### config.mk
export PLATFORM = sky130hd
export DESIGN_NAME = shift_chain_ctrl_flat
export DESIGN_NICKNAME = d
export VERILOG_FILES = /design/src/rtl/shift_pkg.sv /design/src/rtl/shift_chain_ctrl_if.sv /design/src/rtl/shift_chain_piso.sv /design/src/rtl/shift_chain_ctrl.sv /design/src/flat_wrapper.sv
export SDC_FILE = /design/constraint.sdc
export NUM_CORES = 1
export LEC_CHECK = 0
export ABC_CLOCK_PERIOD_IN_PS = 2000
export CORE_MARGIN = 2
export CORE_UTILIZATION = 61
export DETAILED_ROUTE_END_ITERATION = 10
export DONT_BUFFER_PORTS = 1
export GPL_TIMING_DRIVEN = 0
export PLACE_DENSITY_LB_ADDON = 0.2
export SLEW_MARGIN = 20
export SYNTH_ARGS = -nofsm -noshare
export SYNTH_HDL_FRONTEND = slang
export SYNTH_HIERARCHICAL = 1
export SYNTH_SLANG_ARGS = --single-unit
### constraint.sdc
create_clock -name clk -period 2 [get_ports clk]
set_input_delay 0.1 -clock clk [delete_from_list [all_inputs] [get_ports clk]]
set_output_delay 0.1 -clock clk [all_outputs]
set_load 0.02 [all_outputs]
### src/rtl/shift_pkg.sv
// shift_pkg: shared state encoding and counter sizing for the shift-chain sequencer
package shift_pkg;
    typedef enum logic [1:0] {IDLE, CLEAR, SHIFT, DONE} state_t;
    function automatic int cnt_w(input int width, input int depth);
        return $clog2(width + depth + 1);
    endfunction
endpackage

### src/rtl/shift_chain_ctrl_if.sv
// shift_chain_ctrl_if: word-in / result-out valid-ready bundle for the shift-chain sequencer
interface shift_chain_ctrl_if #(parameter int WIDTH = 8);
    logic             in_valid;
    logic             in_ready;
    logic [WIDTH-1:0] in_data;
    logic             out_valid;
    logic             out_ready;
    logic [WIDTH-1:0] out_data;
    logic             out_err;
    modport master (output in_valid, in_data, out_ready, input in_ready, out_valid, out_data, out_err);
    modport slave (input in_valid, in_data, out_ready, output in_ready, out_valid, out_data, out_err);
endinterface

### src/rtl/shift_chain_piso.sv
// shift_chain_piso: parallel-load register serialized MSB-first by rotation
module shift_chain_piso #(
    parameter int WIDTH = 8
) (
    input  logic             clk,
    input  logic             rst,
    input  logic             load_i,
    input  logic             shift_i,
    input  logic [WIDTH-1:0] data_i,
    output logic [WIDTH-1:0] data_o,
    output logic             ser_o
);
    logic [WIDTH-1:0] data_q;
    // Rotating rather than shifting leaves the word intact after WIDTH steps.
    always_ff @(posedge clk) begin
        if (rst) data_q <= '0;
        else if (load_i) data_q <= data_i;
        else if (shift_i) data_q <= (data_q << 1) | (data_q >> (WIDTH - 1));
    end
    assign data_o = data_q;
    assign ser_o  = data_q[WIDTH-1];
endmodule

### src/rtl/shift_chain_ctrl.sv
// shift_chain_ctrl: clears an external SISO chain, shifts a word through it and returns the loopback
module shift_chain_ctrl
    import shift_pkg::*;
#(
    parameter int WIDTH = 8,
    parameter int DEPTH = 3
) (
    input  logic                clk,
    input  logic                rst,
    shift_chain_ctrl_if.slave   bus,
    output logic                busy,
    output logic                chain_clr,
    output logic                chain_shift,
    output logic                chain_in,
    input  logic                chain_out
);
    localparam int CNT_W = cnt_w(WIDTH, DEPTH);
    localparam logic [CNT_W-1:0] LAST    = CNT_W'(WIDTH + DEPTH - 1);
    localparam logic [CNT_W-1:0] CAP     = CNT_W'(DEPTH);
    localparam logic [CNT_W-1:0] ROT_END = CNT_W'(WIDTH - 1);
    state_t           state_q;
    logic [CNT_W-1:0] cnt_q;
    logic [WIDTH-1:0] tx, rx_q, rx_d;
    logic             err_q, valid_q, clr_q, shift_q, cin_q, ser, accept, rotate;
    assign accept = state_q == IDLE && bus.in_valid;
    // The CLEAR edge stages bit 0; SHIFT edge k stages bit k+1 while word bits remain.
    assign rotate = state_q == CLEAR || (state_q == SHIFT && cnt_q < ROT_END);
    assign rx_d   = (rx_q << 1) | WIDTH'(chain_out);
    shift_chain_piso #(.WIDTH(WIDTH)) u_piso (
        .clk     (clk),
        .rst     (rst),
        .load_i  (accept),
        .shift_i (rotate),
        .data_i  (bus.in_data),
        .data_o  (tx),
        .ser_o   (ser)
    );
    always_ff @(posedge clk) begin
        if (rst) begin
            state_q <= IDLE;
            cnt_q   <= '0;
            rx_q    <= '0;
            err_q   <= 1'b0;
            valid_q <= 1'b0;
            clr_q   <= 1'b0;
            shift_q <= 1'b0;
            cin_q   <= 1'b0;
        end else begin
            case (state_q)
                IDLE: if (accept) begin
                    state_q <= CLEAR;
                    rx_q    <= '0;
                    clr_q   <= 1'b1;
                end
                CLEAR: begin
                    state_q <= SHIFT;
                    cnt_q   <= '0;
                    clr_q   <= 1'b0;
                    shift_q <= 1'b1;
                    cin_q   <= ser;
                end
                SHIFT: begin
                    cnt_q <= cnt_q + CNT_W'(1);
                    cin_q <= rotate ? ser : 1'b0;
                    if (cnt_q >= CAP) rx_q <= rx_d;
                    if (cnt_q == LAST) begin
                        state_q <= DONE;
                        shift_q <= 1'b0;
                        valid_q <= 1'b1;
                        err_q   <= rx_d != tx;
                    end
                end
                DONE: if (bus.out_ready) begin
                    state_q <= IDLE;
                    valid_q <= 1'b0;
                end
                default: state_q <= IDLE;
            endcase
        end
    end
    assign bus.in_ready  = state_q == IDLE;
    assign bus.out_valid = valid_q;
    assign bus.out_data  = rx_q;
    assign bus.out_err   = err_q;
    assign busy          = state_q != IDLE;
    assign chain_clr     = clr_q;
    assign chain_shift   = shift_q;
    assign chain_in      = cin_q;
endmodule

### src/flat_wrapper.sv
// flat-port wrapper written by rule: the top's interface ports become plain ports
module shift_chain_ctrl_flat import shift_pkg::*;
#(
    parameter int WIDTH = 8,
    parameter int DEPTH = 3
)
  (clk, rst, busy, chain_clr, chain_shift, chain_in, chain_out, bus_in_valid, bus_in_data, bus_out_ready, bus_in_ready, bus_out_valid, bus_out_data, bus_out_err);
  shift_chain_ctrl_if #(.WIDTH(WIDTH)) bus_i ();
  input  logic clk;
  input  logic rst;
  output logic busy;
  output logic chain_clr;
  output logic chain_shift;
  output logic chain_in;
  input  logic chain_out;
  input wire logic [$bits(bus_i.in_valid)-1:0] bus_in_valid;
  input wire logic [$bits(bus_i.in_data)-1:0] bus_in_data;
  input wire logic [$bits(bus_i.out_ready)-1:0] bus_out_ready;
  output wire logic [$bits(bus_i.in_ready)-1:0] bus_in_ready;
  output wire logic [$bits(bus_i.out_valid)-1:0] bus_out_valid;
  output wire logic [$bits(bus_i.out_data)-1:0] bus_out_data;
  output wire logic [$bits(bus_i.out_err)-1:0] bus_out_err;
  assign bus_i.in_valid = bus_in_valid;
  assign bus_i.in_data = bus_in_data;
  assign bus_i.out_ready = bus_out_ready;
  assign bus_in_ready = bus_i.in_ready;
  assign bus_out_valid = bus_i.out_valid;
  assign bus_out_data = bus_i.out_data;
  assign bus_out_err = bus_i.out_err;
  shift_chain_ctrl #(.WIDTH(WIDTH), .DEPTH(DEPTH)) u_core (.clk(clk), .rst(rst), .bus(bus_i), .busy(busy), .chain_clr(chain_clr), .chain_shift(chain_shift), .chain_in(chain_in), .chain_out(chain_out));
endmodule
# Word level (Yosys, flattened, before mapping)
# Cells that the tools add are included.
# Widths: inputs -> output; s select.
[word_totals] ff_bits=27 input_bits=13 output_inout_bits=15 word_cells=58
[classes] add_sub_neg=1 order_cmp=2 n_eq_ne=9 n_mux=19 n_bitwise=2 reduce_logical=16
[ops] op="$mux 8" n=4
[ops] op="$or 8x1->8" n=2
[ops] op="$pmux 8 s2" n=1
[ops] op="$reduce_bool 2->1" n=6
[ops] op="$reduce_and 3->1" n=3
[ops] op="$ne 8x8->1" n=1
[ops] op="$pmux 1 s2" n=4
[ops] op="$pmux 2 s4" n=1
[ops] op="$pmux 4 s2" n=1
[ops] op="$mux 2" n=3
[ops] op="$ne 2x2->1 const B" n=3
[ops] op="$reduce_and 2->1" n=3
[ops] op="$mux 1" n=5
[ops] op="$add 4x1->4 const B" n=1
[ops] op="$eq 2x2->1 const B" n=2
[ops] op="$eq 4x4->1 const B" n=1
[ops] op="$ge 4x2->1 const B" n=1
[ops] op="$lt 4x3->1 const B" n=1
[ops] op="$eq 2x1->1 const B" n=1
[ops] op="$logic_and 1x1->1" n=2
[ops] op="$logic_not 2->1" n=1
[ops] op="$ne 2x1->1 const B" n=1
[ops] op="$logic_or 1x1->1" n=1

# Longest topological paths before layout
[depth] ltp_word=5 ltp_mapped=7 depth_no_buf=6

# Modules after synthesis
# Netlist, hierarchy kept.
[by_module_without_submodules] mod="shift_chain_ctrl" instances=1 cells_each=116 area_per_inst_um2=1033.5 seq_area_each_um2=380.4
[by_module_without_submodules] mod="shift_chain_piso" instances=1 cells_each=36 area_per_inst_um2=376.6 seq_area_each_um2=160.2

# Worst setup path before layout
# No wires, ideal clock.
[synth_path] path_kind="register -> register" start="register u_core.state_q[0]" end="register u_core.rx_q[7], in the netlist u_core/bus.out_data[7]" setup_time_ps=128 arrival_time_ps=1723 required_ps=1872 slack_ps=150 path_stages_with_launch=7 path_buffers=0 period_less_slack_ps=1850 path_cell_list="dfxtp_1 > inv_1 > ha_1 > inv_1 > a221oi_4 > mux2i_1 > nor2_1"
[synth_via] elab_chain_cells=4 elab_cells_between_ends=8 cone_classes="eq/ne (3); mux (1); reduce/logical (4)"
[synth_lines] item="start: declaration" line_no="shift_chain_ctrl.sv:21" text="state_t state_q;"
[synth_lines] item="start signal: assignment" line_no="shift_chain_ctrl.sv:40" text="state_q <= IDLE;"
[synth_lines] item="start signal: assignment" line_no="shift_chain_ctrl.sv:51" text="state_q <= CLEAR;"
[synth_lines] item="start signal: assignment" line_no="shift_chain_ctrl.sv:56" text="state_q <= SHIFT;"
[synth_lines] item="$logic_not 2->1 (*)"
[synth_lines] item="via bus_in_ready" line_no="flat_wrapper.sv:19" text="output wire logic [$bits(bus_i.in_ready)-1:0] bus_in_ready;"
[synth_lines] item="$logic_and 1x1->1" line_no="shift_chain_ctrl.sv:25" text="assign accept = state_q == IDLE && bus.in_valid;"
[synth_lines] item="$ne 2x1->1 (no line)"
[synth_lines] item="$reduce_and 3->1 (no line)"
[synth_lines] item="end signal: assignment" line_no="shift_chain_ctrl.sv:65" text="if (cnt_q >= CAP) rx_q <= rx_d;"
[synth_lines] item="end: declaration" line_no="shift_chain_ctrl.sv:23" text="logic [WIDTH-1:0] tx, rx_q, rx_d;"
# The timed path passes the listed nets; every way through them passes the cells marked *.
# A chain may end at the register's enable or synchronous reset.

# Worst setup path in the final report
[layout_path] start="register u_core.state_q[0]" end="register u_core.rx_q[4], in the netlist u_core/bus.out_data[4]"
# The elaborated chain is that of the path after synthesis.

==> flow_summary.json <==
{
  "grt_max_degree": 17,
  "crit_arrival_ns": 2.06,
  "max-clock-path-buffers": 2,
  "grt_pass1_vias": 1049,
  "synth_top_family_by_area": "simple AND/OR/NAND/NOR gates",
  "synthesis.area_sq_um": 1410,
  "fin_crit_sh_pct": 92.0,
  "seq_area_frac_synth_pct": 38.3,
  "start_util_pct": 64.4,
  "drtPass1Iterations": 4,
  "layout_common_cells": "27 x dfxtp_1, 17 x mux2i_1, 16 x nor2_1",
  "fin_crit_ns": 1.84,
  "min_path_cells": 3,
  "h-tree-depth": 1,
  "drt_iter0_markers": 20,
  "synthCells": 152,
  "tritoncts": "built",
  "wl_per_cell_um": 14.3,
  "diodes": 0,
  "rows": 17,
  "worstPathRequired_ns": 2.22,
  "worstSetupPathType": "register to register",
  "hp-class": "input port to register",
  "core_area_sq_um": 2190,
  "area_growth_pct": 12.1,
  "drt_wl_total_um": 2750,
  "hold_viol": 0,
  "synth-warning-count": 6,
  "grt_pass1_wl_um": 4640,
  "viasPerCell": 5.62,
  "combPwrFrac_pct": 45.4,
  "synth-compound-area-share_pct": 13.0,
  "synthSimpleGateAreaFrac_pct": 20.7,
  "antenna_found_initial": 0,
  "die_w_um": 52.1,
  "dp_hpwl_um": 2020,
  "final_common_cell": "dfxtp_1",
  "grt-ovfl-total": 0,
  "power.total_mw": 1.86,
  "swShare_pct": 39.1,
  "muxShareOfSynthArea_pct": 12.1,
  "dp.cells": 180,
  "power.share.sequential_pct": 41.5,
  "fmax_mhz": 543,
  "clkSinkCount": 27,
  "cts-buffers-inserted": 3,
  "synth_area_per_cell_sq_um": 9.28,
  "drive_above_1_share_pct": 7.27,
  "pwr_density_cell_nw_per_um2": 1170,
  "drv_cap": 0,
  "relSlewSlack_pct": 68.7,
  "synthAdderAreaFrac_pct": 6.21,
  "port-buffer-count": 0,
  "synth_xor_xnor_area_share_pct": 4.97,
  "cp-start-kind": "register",
  "nets": 186,
  "outcome": "finished, final reports clean",
  "routabilityCongestion": 0.728,
  "fin_cells": 193,
  "slew_viol_final": 0,
  "synth.net_count": 172,
  "cp_max_fo": 8,
  "io_pins": 28,
  "die-area_sq_um": 2710,
  "rsz0062_at_grt": "false",
  "leakage_nw": 0.660,
  "finalSetupViolations": 0,
  "fin_worst_skew_ns": 0.00700,
  "drc": 0,
  "worst_slew_pin_slew_ns": 0.469,
  "ys_types": 30,
  "ys_seq_elements": 27,
  "antenna_left": 0,
  "p_switching_mw": 0.726,
  "ir_drop_v": 0.000784,
  "power_frac_clock_pct": 13.1,
  "grt_usage_pct": 23.2,
  "via_count": 1084,
  "root_buffer": "clkbuf_4",
  "die_y_um": 52.1,
  "power.internal_mw": 1.13,
  "setup.worst_path.end_class": "register",
  "cts.clk_slew.worst_paths_ns": 0.15,
  "clkLatencyLatePin_ns": 0.33,
  "ff2ff_path_depth": 7
}
[state kept, by name (all words and copies together) (netlist names), 2 cells and up]
name	flops
u_core/bus.out_data	8
u_core/u_piso/data_o	8
u_core/cnt_q	4
u_core/state_q	2
[path summary, 6_finish.rpt]
| kind | startpoint | to | slack (ns) |
|---|---|---|---|
| setup / recovery | u_core/state_q[0]$_SDFFE_PP0P_ | u_core/bus.out_data[4]$_SDFFE_PP0P_ | 0.16 |
| hold / removal | chain_out | u_core/bus.out_data[0]$_SDFFE_PP0P_ | 0.03 |
| setup reg to reg | u_core/state_q[0]$_SDFFE_PP0P_ | u_core/bus.out_data[4]$_SDFFE_PP0P_ | 0.16 |
| hold reg to reg | u_core/cnt_q[1]$_SDFFE_PP0P_ | u_core/cnt_q[1]$_SDFFE_PP0P_ | 0.52 |
[metrics by stage]
step	hold slack, ns	utilization (%)	area [sq um]	setup slack (ns)	setup TNS (ns)
after detailed placement	0.303	66.0	1450	-0.107	-0.670
after CTS	0.0179	71.9	1580	0.0374	0
after global routing	0.0477	72.1	1580	0.0255	0
final	0.0284	72.1	1580	0.159	0
after global placement	0.297	66.0	1450	-0.0594	-0.443
after floorplan	0.291	-	1410	0.150	0
[per-layer routing]
metal,vias up,global-route usage [%],share of wire [%]
li1,551,-,-
met1,511,28.6,44
met5,-,0,0
met2,20,40.5,51
met3,2,3.74,4.3
met4,0,7.89,1.1
[critical path, cell delays in order, from the launching register on]
cell,delay [ns]
dfxtp_1,0.37
inv_1,0.12
ha_2,0.29
inv_1,0.18
a221oi_4,0.33
buf_12,0.17
mux2i_1,0.21
nor2_1,0.06
[cell families (layout without fill, tap and decap cells)]
logic type | after synthesis | count (layout)
buffers and inverters | 15 | 28
muxes | 17 | 17
xor gates and xnor gates | 8 | 8
and+or+nand+nor | 54 | 54
DFF | 27 | 27
AOI/OAI and AO/OA | 24 | 24
adders and majority gates | 7 | 7
[synth_stat cells]
library cell	instances	area, sq um
dfxtp_1	27	541
mux2i_1	17	170
nor2_1	16	60.1
nor2b_1	11	68.8
a211oi_1	9	67.6
and2_1	9	56.3
xor2_1	8	70.1
ha_1	7	87.6
inv_1	6	22.5
a21oi_1	5	25.0
and3_1	3	18.8
clkbuf_1	3	11.3
nand2b_1	3	18.8
nor3_1	3	15.0
nor4_1	3	18.8
o21ai_0	3	15.0
a32oi_1	2	17.5
buf_1	2	7.51
inv_2	2	7.51
nand2_1	2	7.51
nand3b_1	2	15.0
a211o_1	1	8.76
a21o_1	1	7.51
a221oi_4	1	26.3
a22oi_1	1	7.51
and2b_1	1	7.51
buf_4	1	7.51
buf_6	1	11.3
nand3_1	1	5.00
o211ai_1	1	7.51
[what timing repair did]
item,CTS,global route
buffers inserted,1,0
pin swaps,1,0
endpoints found under the setup margin,8,7
hold buffers,8,0
hold endpoints to repair,8,0
resized for setup,0,2
gates cloned,0,0
[layout make-up]
| class | count | area (sq um) |
|---|---|---|
| plain buffers | 7 | 37.5 |
| clock buffers | 3 | 22.5 |
| well taps | 28 | 35.0 |
| repair buffers | 9 | 100 |
| multi-input cells | 110 | 807 |
| clock inverters | 1 | 7.51 |
| inverters | 8 | 30.0 |
| flip-flops and latches | 27 | 541 |
| fillers | 173 | 611 |
[power groups by stage]
stage | Clock [mW] | Combinational (mW) | Sequential [mW]
floorplan | 0 | 0.656 | 0.753
global placement | 0 | 0.744 | 0.778
detailed placement | 0 | 0.761 | 0.785
CTS | 0.253 | 0.833 | 0.772
global route | 0.280 | 0.931 | 0.785
finish | 0.244 | 0.842 | 0.769
No activity file was read; power rests on OpenSTA's default activity.
